`config.mk`:
```
export PLATFORM = sky130hd
export DESIGN_NAME = tile_loop_scheduler
export DESIGN_NICKNAME = d
export VERILOG_FILES = /design/src/rtl/tile_loop_scheduler_pkg.sv /design/src/rtl/tile_loop_scheduler_addr.sv /design/src/rtl/tile_loop_scheduler.sv
export SDC_FILE = /design/constraint.sdc
export NUM_CORES = 2
export LEC_CHECK = 0
export BUFFER_PORTS_ARGS = -buffer_cell sky130_fd_sc_hd__buf_2
export CAP_MARGIN = 20
export CORE_ASPECT_RATIO = 1.75
export CORE_UTILIZATION = 35
export CTS_CLUSTER_DIAMETER = 150
export DETAILED_ROUTE_END_ITERATION = 8
export GPL_TIMING_DRIVEN = 0
export PLACE_DENSITY_LB_ADDON = 0.12
export SYNTH_ARGS = -nofsm -noshare
export SYNTH_HDL_FRONTEND = slang
export SYNTH_SLANG_ARGS = --single-unit
export TNS_END_PERCENT = 1
```
`constraint.sdc`:
```
create_clock -name clk -period 21.2 [get_ports clk]
set_input_delay 2.12 -clock clk [delete_from_list [all_inputs] [get_ports clk]]
set_output_delay 2.12 -clock clk [all_outputs]
set_load 0.05 [all_outputs]
```
`src/rtl/tile_loop_scheduler_pkg.sv`:
```
// -----------------------------------------------------------------------------
// tile_loop_scheduler_pkg
// Shared accelerator package: scheduler state encoding and the default element
// sizes (bytes per activation, weight and partial sum) used by the scheduler
// and its address generator.
// -----------------------------------------------------------------------------
package tile_loop_scheduler_pkg;

   localparam int unsigned BYTES_I_DEF = 1;
   localparam int unsigned BYTES_W_DEF = 1;
   localparam int unsigned BYTES_P_DEF = 4;

   typedef enum logic [3:0] {
      IDLE,
      LD_W,
      LD_I,
      LD_B,
      PASS,
      WAIT_P,
      ST_O,
      ADV,
      FIN
   } state_e;

endpackage

```
`src/rtl/tile_loop_scheduler_addr.sv`:
```
// -----------------------------------------------------------------------------
// tile_addr_gen
// Combinational generator for the clipped tile sizes and the DMA address,
// length and direction that belong to the current scheduler state.
// Ports:
//   state_i                  current scheduler state
//   cfg_*_i, tile_*_i        latched layer dimensions and tile sizes
//   k0_i, r0_i, d0_i, ch_i   loop origins and per-channel counter
//   base_*_i                 DRAM base addresses
//   k_real_o/d_real_o/r_real_o  tile sizes clipped to the layer edge
//   last_d_o                 current D tile is the last one
//   read_o, addr_o, len_o    DMA direction, byte address and byte length
// -----------------------------------------------------------------------------
module tile_addr_gen
   import tile_loop_scheduler_pkg::*;
#(
   parameter int DIM_W   = 10,
   parameter int ADDR_W  = 32,
   parameter int BYTES_I = BYTES_I_DEF,
   parameter int BYTES_W = BYTES_W_DEF,
   parameter int BYTES_P = BYTES_P_DEF
) (
   input  state_e            state_i,
   input  logic [DIM_W-1:0]  cfg_D_i,
   input  logic [DIM_W-1:0]  cfg_K_i,
   input  logic [DIM_W-1:0]  cfg_H_i,
   input  logic [DIM_W-1:0]  cfg_W_i,
   input  logic [DIM_W-1:0]  tile_D_i,
   input  logic [DIM_W-1:0]  tile_K_i,
   input  logic [DIM_W-1:0]  tile_R_i,
   input  logic [DIM_W-1:0]  k0_i,
   input  logic [DIM_W-1:0]  r0_i,
   input  logic [DIM_W-1:0]  d0_i,
   input  logic [DIM_W-1:0]  ch_i,
   input  logic [ADDR_W-1:0] base_ifmap_i,
   input  logic [ADDR_W-1:0] base_weight_i,
   input  logic [ADDR_W-1:0] base_bias_i,
   input  logic [ADDR_W-1:0] base_ofmap_i,
   output logic [DIM_W-1:0]  k_real_o,
   output logic [DIM_W-1:0]  d_real_o,
   output logic [DIM_W-1:0]  r_real_o,
   output logic              last_d_o,
   output logic              read_o,
   output logic [ADDR_W-1:0] addr_o,
   output logic [ADDR_W-1:0] len_o
);

   localparam logic [ADDR_W-1:0] BI_A = ADDR_W'(BYTES_I);
   localparam logic [ADDR_W-1:0] BW_A = ADDR_W'(BYTES_W);
   localparam logic [ADDR_W-1:0] BP_A = ADDR_W'(BYTES_P);

   function automatic logic [DIM_W-1:0] clip(input logic [DIM_W-1:0] t,
                                             input logic [DIM_W-1:0] rem);
      return (t < rem) ? t : rem;
   endfunction

   function automatic logic [ADDR_W-1:0] wide(input logic [DIM_W-1:0] v);
      return ADDR_W'(v);
   endfunction

   logic [DIM_W:0]    d_end;
   logic [ADDR_W-1:0] k0_a, r0_a, d0_a, ch_a, D_a, H_a, W_a, kr_a, dr_a, rr_a;

   assign k_real_o = clip(tile_K_i, cfg_K_i - k0_i);
   assign d_real_o = clip(tile_D_i, cfg_D_i - d0_i);
   assign r_real_o = clip(tile_R_i, cfg_H_i - r0_i);

   // One extra bit so d0 + d_real cannot wrap when D sits near 2^DIM_W.
   assign d_end    = {1'b0, d0_i} + {1'b0, d_real_o};
   assign last_d_o = (d_end >= {1'b0, cfg_D_i});

   assign k0_a = wide(k0_i);
   assign r0_a = wide(r0_i);
   assign d0_a = wide(d0_i);
   assign ch_a = wide(ch_i);
   assign D_a  = wide(cfg_D_i);
   assign H_a  = wide(cfg_H_i);
   assign W_a  = wide(cfg_W_i);
   assign kr_a = wide(k_real_o);
   assign dr_a = wide(d_real_o);
   assign rr_a = wide(r_real_o);

   // All products are taken at ADDR_W and wrap modulo 2^ADDR_W.
   always_comb begin
      read_o = 1'b0;
      addr_o = '0;
      len_o  = '0;
      case (state_i)
         LD_W: begin
            read_o = 1'b1;
            addr_o = base_weight_i + (k0_a * D_a + d0_a * kr_a) * BW_A;
            len_o  = kr_a * dr_a * BW_A;
         end
         LD_I: begin
            read_o = 1'b1;
            addr_o = base_ifmap_i + ((d0_a + ch_a) * H_a + r0_a) * W_a * BI_A;
            len_o  = rr_a * W_a * BI_A;
         end
         LD_B: begin
            read_o = 1'b1;
            addr_o = base_bias_i + k0_a * BP_A;
            len_o  = kr_a * BP_A;
         end
         ST_O: begin
            read_o = 1'b0;
            addr_o = base_ofmap_i + ((k0_a + ch_a) * H_a + r0_a) * W_a * BP_A;
            len_o  = rr_a * W_a * BP_A;
         end
         default: ;
      endcase
   end

endmodule

```
`src/rtl/tile_loop_scheduler.sv`:
```
// -----------------------------------------------------------------------------
// tile_loop_scheduler
// Walks a convolution layer tile by tile (k0 outer, r0 middle, d0 inner),
// loading weights, input rows and bias over a single-outstanding DMA port,
// launching one compute pass per tile and storing output rows after the last
// D tile of each (k0, r0) block.
// Ports:
//   clk, rst_n                         clock, asynchronous active-low reset
//   start_i / busy_o / done_o          layer control
//   cfg_*_i, tile_*_i, bias_en_i       layer shape, tile sizes, bias enable
//   base_*_i                           DRAM base addresses
//   dma_*                              DMA request / completion handshake
//   pass_*                             compute pass start / done and tile info
// -----------------------------------------------------------------------------
module tile_loop_scheduler
   import tile_loop_scheduler_pkg::*;
#(
   parameter int DIM_W   = 10,
   parameter int ADDR_W  = 32,
   parameter int BYTES_I = BYTES_I_DEF,
   parameter int BYTES_W = BYTES_W_DEF,
   parameter int BYTES_P = BYTES_P_DEF
) (
   input  logic              clk,
   input  logic              rst_n,
   input  logic              start_i,
   output logic              busy_o,
   output logic              done_o,
   input  logic [DIM_W-1:0]  cfg_D_i,
   input  logic [DIM_W-1:0]  cfg_K_i,
   input  logic [DIM_W-1:0]  cfg_H_i,
   input  logic [DIM_W-1:0]  cfg_W_i,
   input  logic [DIM_W-1:0]  tile_D_i,
   input  logic [DIM_W-1:0]  tile_K_i,
   input  logic [DIM_W-1:0]  tile_R_i,
   input  logic              bias_en_i,
   input  logic [ADDR_W-1:0] base_ifmap_i,
   input  logic [ADDR_W-1:0] base_weight_i,
   input  logic [ADDR_W-1:0] base_bias_i,
   input  logic [ADDR_W-1:0] base_ofmap_i,
   output logic              dma_valid_o,
   input  logic              dma_ready_i,
   output logic              dma_read_o,
   output logic [ADDR_W-1:0] dma_addr_o,
   output logic [ADDR_W-1:0] dma_len_o,
   input  logic              dma_done_i,
   output logic              pass_start_o,
   input  logic              pass_done_i,
   output logic [DIM_W-1:0]  pass_k_o,
   output logic [DIM_W-1:0]  pass_d_o,
   output logic [DIM_W-1:0]  pass_r_o,
   output logic              pass_first_d_o,
   output logic              pass_last_d_o
);

   state_e            state_q, state_d;
   logic [DIM_W-1:0]  k0_q, k0_d, r0_q, r0_d, d0_q, d0_d, ch_q, ch_d;
   logic              wait_q, wait_d;
   logic [DIM_W-1:0]  D_q, K_q, H_q, W_q, tD_q, tK_q, tR_q;
   logic              bias_q;
   logic [ADDR_W-1:0] bi_q, bw_q, bb_q, bo_q;

   logic              latch_cfg, cfg_zero, in_dma, dma_vld, accept, xfer_done, in_pass;
   logic [DIM_W-1:0]  k_real, d_real, r_real;
   logic              last_d, gen_read;
   logic [ADDR_W-1:0] gen_addr, gen_len;
   logic [DIM_W:0]    d_nxt, r_nxt, k_nxt;

   tile_addr_gen #(
      .DIM_W(DIM_W), .ADDR_W(ADDR_W),
      .BYTES_I(BYTES_I), .BYTES_W(BYTES_W), .BYTES_P(BYTES_P)
   ) u_addr (
      .state_i(state_q),
      .cfg_D_i(D_q), .cfg_K_i(K_q), .cfg_H_i(H_q), .cfg_W_i(W_q),
      .tile_D_i(tD_q), .tile_K_i(tK_q), .tile_R_i(tR_q),
      .k0_i(k0_q), .r0_i(r0_q), .d0_i(d0_q), .ch_i(ch_q),
      .base_ifmap_i(bi_q), .base_weight_i(bw_q),
      .base_bias_i(bb_q), .base_ofmap_i(bo_q),
      .k_real_o(k_real), .d_real_o(d_real), .r_real_o(r_real),
      .last_d_o(last_d), .read_o(gen_read), .addr_o(gen_addr), .len_o(gen_len)
   );

   assign cfg_zero = (D_q == '0) || (K_q == '0) || (H_q == '0) || (W_q == '0) ||
                     (tD_q == '0) || (tK_q == '0) || (tR_q == '0);

   // A degenerate layer leaves LD_W for FIN without ever raising a request.
   assign in_dma    = ((state_q == LD_W) && !cfg_zero) || (state_q == LD_I) ||
                      (state_q == LD_B) || (state_q == ST_O);
   assign dma_vld   = in_dma && !wait_q;
   assign accept    = dma_vld && dma_ready_i;
   // dma_done_i only counts while a transfer is outstanding.
   assign xfer_done = in_dma && wait_q && dma_done_i;

   assign d_nxt = {1'b0, d0_q} + {1'b0, tD_q};
   assign r_nxt = {1'b0, r0_q} + {1'b0, tR_q};
   assign k_nxt = {1'b0, k0_q} + {1'b0, tK_q};

   always_comb begin
      state_d   = state_q;
      k0_d      = k0_q;
      r0_d      = r0_q;
      d0_d      = d0_q;
      ch_d      = ch_q;
      wait_d    = wait_q;
      latch_cfg = 1'b0;
      if (accept)    wait_d = 1'b1;
      if (xfer_done) wait_d = 1'b0;
      case (state_q)
         IDLE: if (start_i) begin
            latch_cfg = 1'b1;
            k0_d      = '0;
            r0_d      = '0;
            d0_d      = '0;
            ch_d      = '0;
            wait_d    = 1'b0;
            state_d   = LD_W;
         end
         LD_W: begin
            if (cfg_zero) state_d = FIN;
            else if (xfer_done) begin
               ch_d    = '0;
               state_d = LD_I;
            end
         end
         LD_I: if (xfer_done) begin
            if (ch_q == d_real - DIM_W'(1)) begin
               ch_d    = '0;
               state_d = (bias_q && (d0_q == '0)) ? LD_B : PASS;
            end else begin
               ch_d = ch_q + DIM_W'(1);
            end
         end
         LD_B: if (xfer_done) state_d = PASS;
         PASS: state_d = WAIT_P;
         WAIT_P: if (pass_done_i) begin
            ch_d    = '0;
            state_d = last_d ? ST_O : ADV;
         end
         ST_O: if (xfer_done) begin
            if (ch_q == k_real - DIM_W'(1)) begin
               ch_d    = '0;
               state_d = ADV;
            end else begin
               ch_d = ch_q + DIM_W'(1);
            end
         end
         ADV: begin
            state_d = LD_W;
            if (d_nxt < {1'b0, D_q}) begin
               d0_d = d_nxt[DIM_W-1:0];
            end else begin
               d0_d = '0;
               if (r_nxt < {1'b0, H_q}) begin
                  r0_d = r_nxt[DIM_W-1:0];
               end else begin
                  r0_d = '0;
                  if (k_nxt < {1'b0, K_q}) k0_d = k_nxt[DIM_W-1:0];
                  else                     state_d = FIN;
               end
            end
         end
         FIN: state_d = IDLE;
         default: state_d = IDLE;
      endcase
   end

   always_ff @(posedge clk or negedge rst_n) begin
      if (!rst_n) begin
         state_q <= IDLE;
         k0_q    <= '0;
         r0_q    <= '0;
         d0_q    <= '0;
         ch_q    <= '0;
         wait_q  <= 1'b0;
         D_q     <= '0;
         K_q     <= '0;
         H_q     <= '0;
         W_q     <= '0;
         tD_q    <= '0;
         tK_q    <= '0;
         tR_q    <= '0;
         bias_q  <= 1'b0;
         bi_q    <= '0;
         bw_q    <= '0;
         bb_q    <= '0;
         bo_q    <= '0;
      end else begin
         state_q <= state_d;
         k0_q    <= k0_d;
         r0_q    <= r0_d;
         d0_q    <= d0_d;
         ch_q    <= ch_d;
         wait_q  <= wait_d;
         if (latch_cfg) begin
            D_q    <= cfg_D_i;
            K_q    <= cfg_K_i;
            H_q    <= cfg_H_i;
            W_q    <= cfg_W_i;
            tD_q   <= tile_D_i;
            tK_q   <= tile_K_i;
            tR_q   <= tile_R_i;
            bias_q <= bias_en_i;
            bi_q   <= base_ifmap_i;
            bw_q   <= base_weight_i;
            bb_q   <= base_bias_i;
            bo_q   <= base_ofmap_i;
         end
      end
   end

   // Request and pass fields are forced to zero outside their active window so
   // the interface reads as quiet whenever nothing is being offered.
   assign in_pass        = (state_q == PASS) || (state_q == WAIT_P);
   assign busy_o         = (state_q != IDLE);
   assign done_o         = (state_q == FIN);
   assign dma_valid_o    = dma_vld;
   assign dma_read_o     = dma_vld && gen_read;
   assign dma_addr_o     = dma_vld ? gen_addr : '0;
   assign dma_len_o      = dma_vld ? gen_len  : '0;
   assign pass_start_o   = (state_q == PASS);
   assign pass_k_o       = in_pass ? k_real : '0;
   assign pass_d_o       = in_pass ? d_real : '0;
   assign pass_r_o       = in_pass ? r_real : '0;
   assign pass_first_d_o = in_pass && (d0_q == '0);
   assign pass_last_d_o  = in_pass && last_d;

endmodule

```
==> run_results.csv <==
group,metric,value,unit
run_status,status,"finished, final reports clean",
sta,fin_crit_sh,90.9,%
synth,synth_ff_type,"dfrtp_1",
critical_path,path_max_fanout,10,
die,io-pin-count,306,
min_path,worstHoldEndpoint,"bb_q[11]$_DFFE_PN0P_",
sta,worstMarginPinSlew,1.29,ns
finish,final_cell_mix,"inv_1 (1026), nand2_1 (815), fa_1 (802)",
routing,drtPass1Iterations,6,
synth,synth_area,0.0552,mm^2
finish,layout-drive-gt1-share,10.2,%
critical_path,reg2reg_depth,27,
clock_tree,numCtsBuffers,35,
routing,postRouteAntennaNets,0,
sta,hold_viol,0,
critical_path,cp_common_cell,"fa_1",
clock_tree,cts.sinks,244,
clock_tree,clock_path_buffers,3,
placed_design,io_buffers,295,
global_routing,grt_max_degree,101,
critical_path,critPathCaptureType,"output port",
routing,dr.first_iter.drc_count,2465,
global_routing,grt_pass1_vias,50400,
die,die_area,0.159,mm^2
placed_design,dpl.hpwl,198,mm
routing,wire_per_inst,26.3,um
sta,relSlewSlack,13.4,%
synth,synth_cell_type_count,92,
clock_tree,cts_setup_buffers,0,
routing,drt-vias-per-instance,5.30,
synth,yosys_warnings,0,
routing,drcViolationCount,0,
critical_path,critPathLaunchType,"flip-flop",
min_path,min_path_type,"reg -> reg",
die,core_area,0.156,mm^2
critical_path,crit_slowest_cell,"o41ai_1",
global_routing,antenna_found_initial,22,
min_path,hold_depth,1,
routing,num_vias,46400,
sta,fin_tns_setup,0,ns
die,chipWidth,302,um
clock_tree,cts_resized,0,
synth,syn_avg_cell_area,8.78,um^2
critical_path,cpPeakStageDelay,0.75,ns
synth,synth_async_sr_flop_share,100,%
sta,period_minus_slack,19.26,ns
synth,synth-seq-area-share,11.1,%
clock_tree,cts-root-buf,"clkbuf_16",
sta,rsz0062_at_grt,"false",
die,initial_core_util,35.3,%
clock_tree,htreeDepth,2,
synth,synth_seq_cells,244,
run,maxCapViolations,0,
clock_tree,postCtsHoldBufs,0,
sta,setup_viol,0,
die,die_h,527,um
critical_path,r2r_setup_slack,11.96,ns
critical_path,cp.required,19.08,ns
global_routing,grt_pass1_wl,336,mm
global_routing,track_usage,29.4,%
clock_tree,cts_tree,"done",
routing,wl,231,mm
critical_path,r2r-end,"ch_q[7]$_DFFE_PN0P_",
die,placementRows,192,
critical_path,regToRegStartpoint,"d0_q[1]$_DFFE_PN0P_",
synth,synth_edf_count,0,
clock_tree,clk_pin_slew_worst_paths,0.06,ns
synth,synthCells,6281,
finish,area_delta_synth_final,11.5,%
sta,fin_worst_skew,0.0280,ns
critical_path,cp.buffers_inverters,9,
global_routing,overflow,0,
placed_design,place_congestion,0.968,
min_path,hp-start,"bb_q[11]$_DFFE_PN0P_",
sta,timing.fmax,0.0519,GHz
clock_tree,clkLatencyLatePin,0.62,ns
critical_path,arrival,17.14,ns
finish,nNetsFinal,8382,
finish,layout_commonest_cell,"inv_1",
critical_path,path_class,"reg -> out",
critical_path,critPathTopFamily,"adder cells",
sta,maxSlewViolCount,0,
logic make-up (layout without fill, tap and decap cells):
group | Yosys count | in the layout | share of synthesized area [%]
simple gates | 1844 | 1844 | 15.7
fa+ha+maj | 1485 | 1485 | 44.6
buf+inv | 1266 | 1695 | 8.78
compound gates | 929 | 929 | 10.9
xor+xnor | 322 | 322 | 5.14
flops | 244 | 244 | 11.1
mux | 190 | 190 | 3.84
other cells | 1 | 21 | 0.00680
metrics by stage:
stage | setup slack, ns | instance area, um^2 | instances | hold slack (ns) | util, %
after floorplan | 5.25 | 55200 | 6290 | 0.481 | -
after global placement | 1.63 | 59200 | 8622 | 0.499 | 37.9
after detailed placement | 2.53 | 60100 | 8688 | 0.506 | 38.4
after CTS | 1.85 | 61400 | 8752 | 0.521 | 39.3
after global routing | 1.15 | 61500 | 8758 | 0.535 | 39.3
final | 1.94 | 61500 | 8767 | 0.516 | 39.3
how the worst max path moves through the flow:
| stage | start | endpoint | slack [ns] | cells past startpoint |
|---|---|---|---|---|
| final | k0_q[0]$_DFFE_PN0P_ | dma_addr_o[31] | 1.94 | 54 |
| after global routing | k0_q[0]$_DFFE_PN0P_ | dma_addr_o[31] | 1.15 | 54 |
| after CTS | k0_q[0]$_DFFE_PN0P_ | dma_addr_o[31] | 1.85 | 54 |
| after detailed placement | k0_q[1]$_DFFE_PN0P_ | dma_addr_o[31] | 2.53 | 53 |
| after global placement | k0_q[1]$_DFFE_PN0P_ | dma_addr_o[31] | 1.63 | 53 |
| after floorplan | k0_q[1]$_DFFE_PN0P_ | dma_addr_o[31] | 5.25 | 52 |
final cells by class:
cell class                 instances  area (um^2)
timing repair buffer             365         2250
antenna                           11         27.5
multi-input combinational       4780        44400
buffer                           232          966
fill                           16200        94900
sequential                       244         6110
clock inverter                    23          357
inverter                        1034         3880
tap                             2037         2550
clock buffer                      41          960
per-layer routing:
layer  wire length (um)  part of all wire [%]  up-vias  GRT usage [%]
met1              81300                    35    23500           30.6
met2             117000                    51     1414           52.7
met4              22600                   9.8        6           24.0
met3               9760                   4.2      533           3.47
li1                   -                     -    21000              -
met5                 37                 0.016        -              0
sequential cells by signal, summed over array words and instances, names as in the netlist, 4 cells and up:
signal / count
D_q: 10
ch_q: 10
r0_q: 10
W_q: 10
tK_q: 10
H_q: 10
d0_q: 10
state_q: 4
k0_q: 10
bw_q: 32
tD_q: 10
tR_q: 10
K_q: 10
bi_q: 32
bo_q: 32
bb_q: 32
Yosys cell counts, drive strengths merged (9+ instances only):
library cell	number	area, um^2
a21o	94	707
a31oi	25	156
nand3	52	260
nand2	815	3060
or3	20	125
nor2	315	1180
xor2	72	631
nand2b	48	300
o211ai	16	125
and2	350	2190
a211oi	28	215
nor4	21	138
a22oi	22	170
o21bai	53	398
a211o	11	96.3
a22o	25	219
nand4	17	106
clkbuf	197	739
a221oi	20	181
fa	802	16100
ha	683	8550
inv	1028	3860
mux2i	18	180
o21ai	192	972
a21boi	18	135
buf	35	220
o31a	9	78.8
or2	14	87.6
o21a	49	368
xnor2	249	2180
and3	29	181
nor2b	68	425
o31ai	9	67.6
a21oi	267	1350
or4	9	67.6
mux2	172	1940
nor3	61	305
dfrtp	244	6110
o22ai	22	144
Power is left out: the tool's default activity adds up to more than one toggle a clock period on the data nets, which glitch-free logic cannot reach.
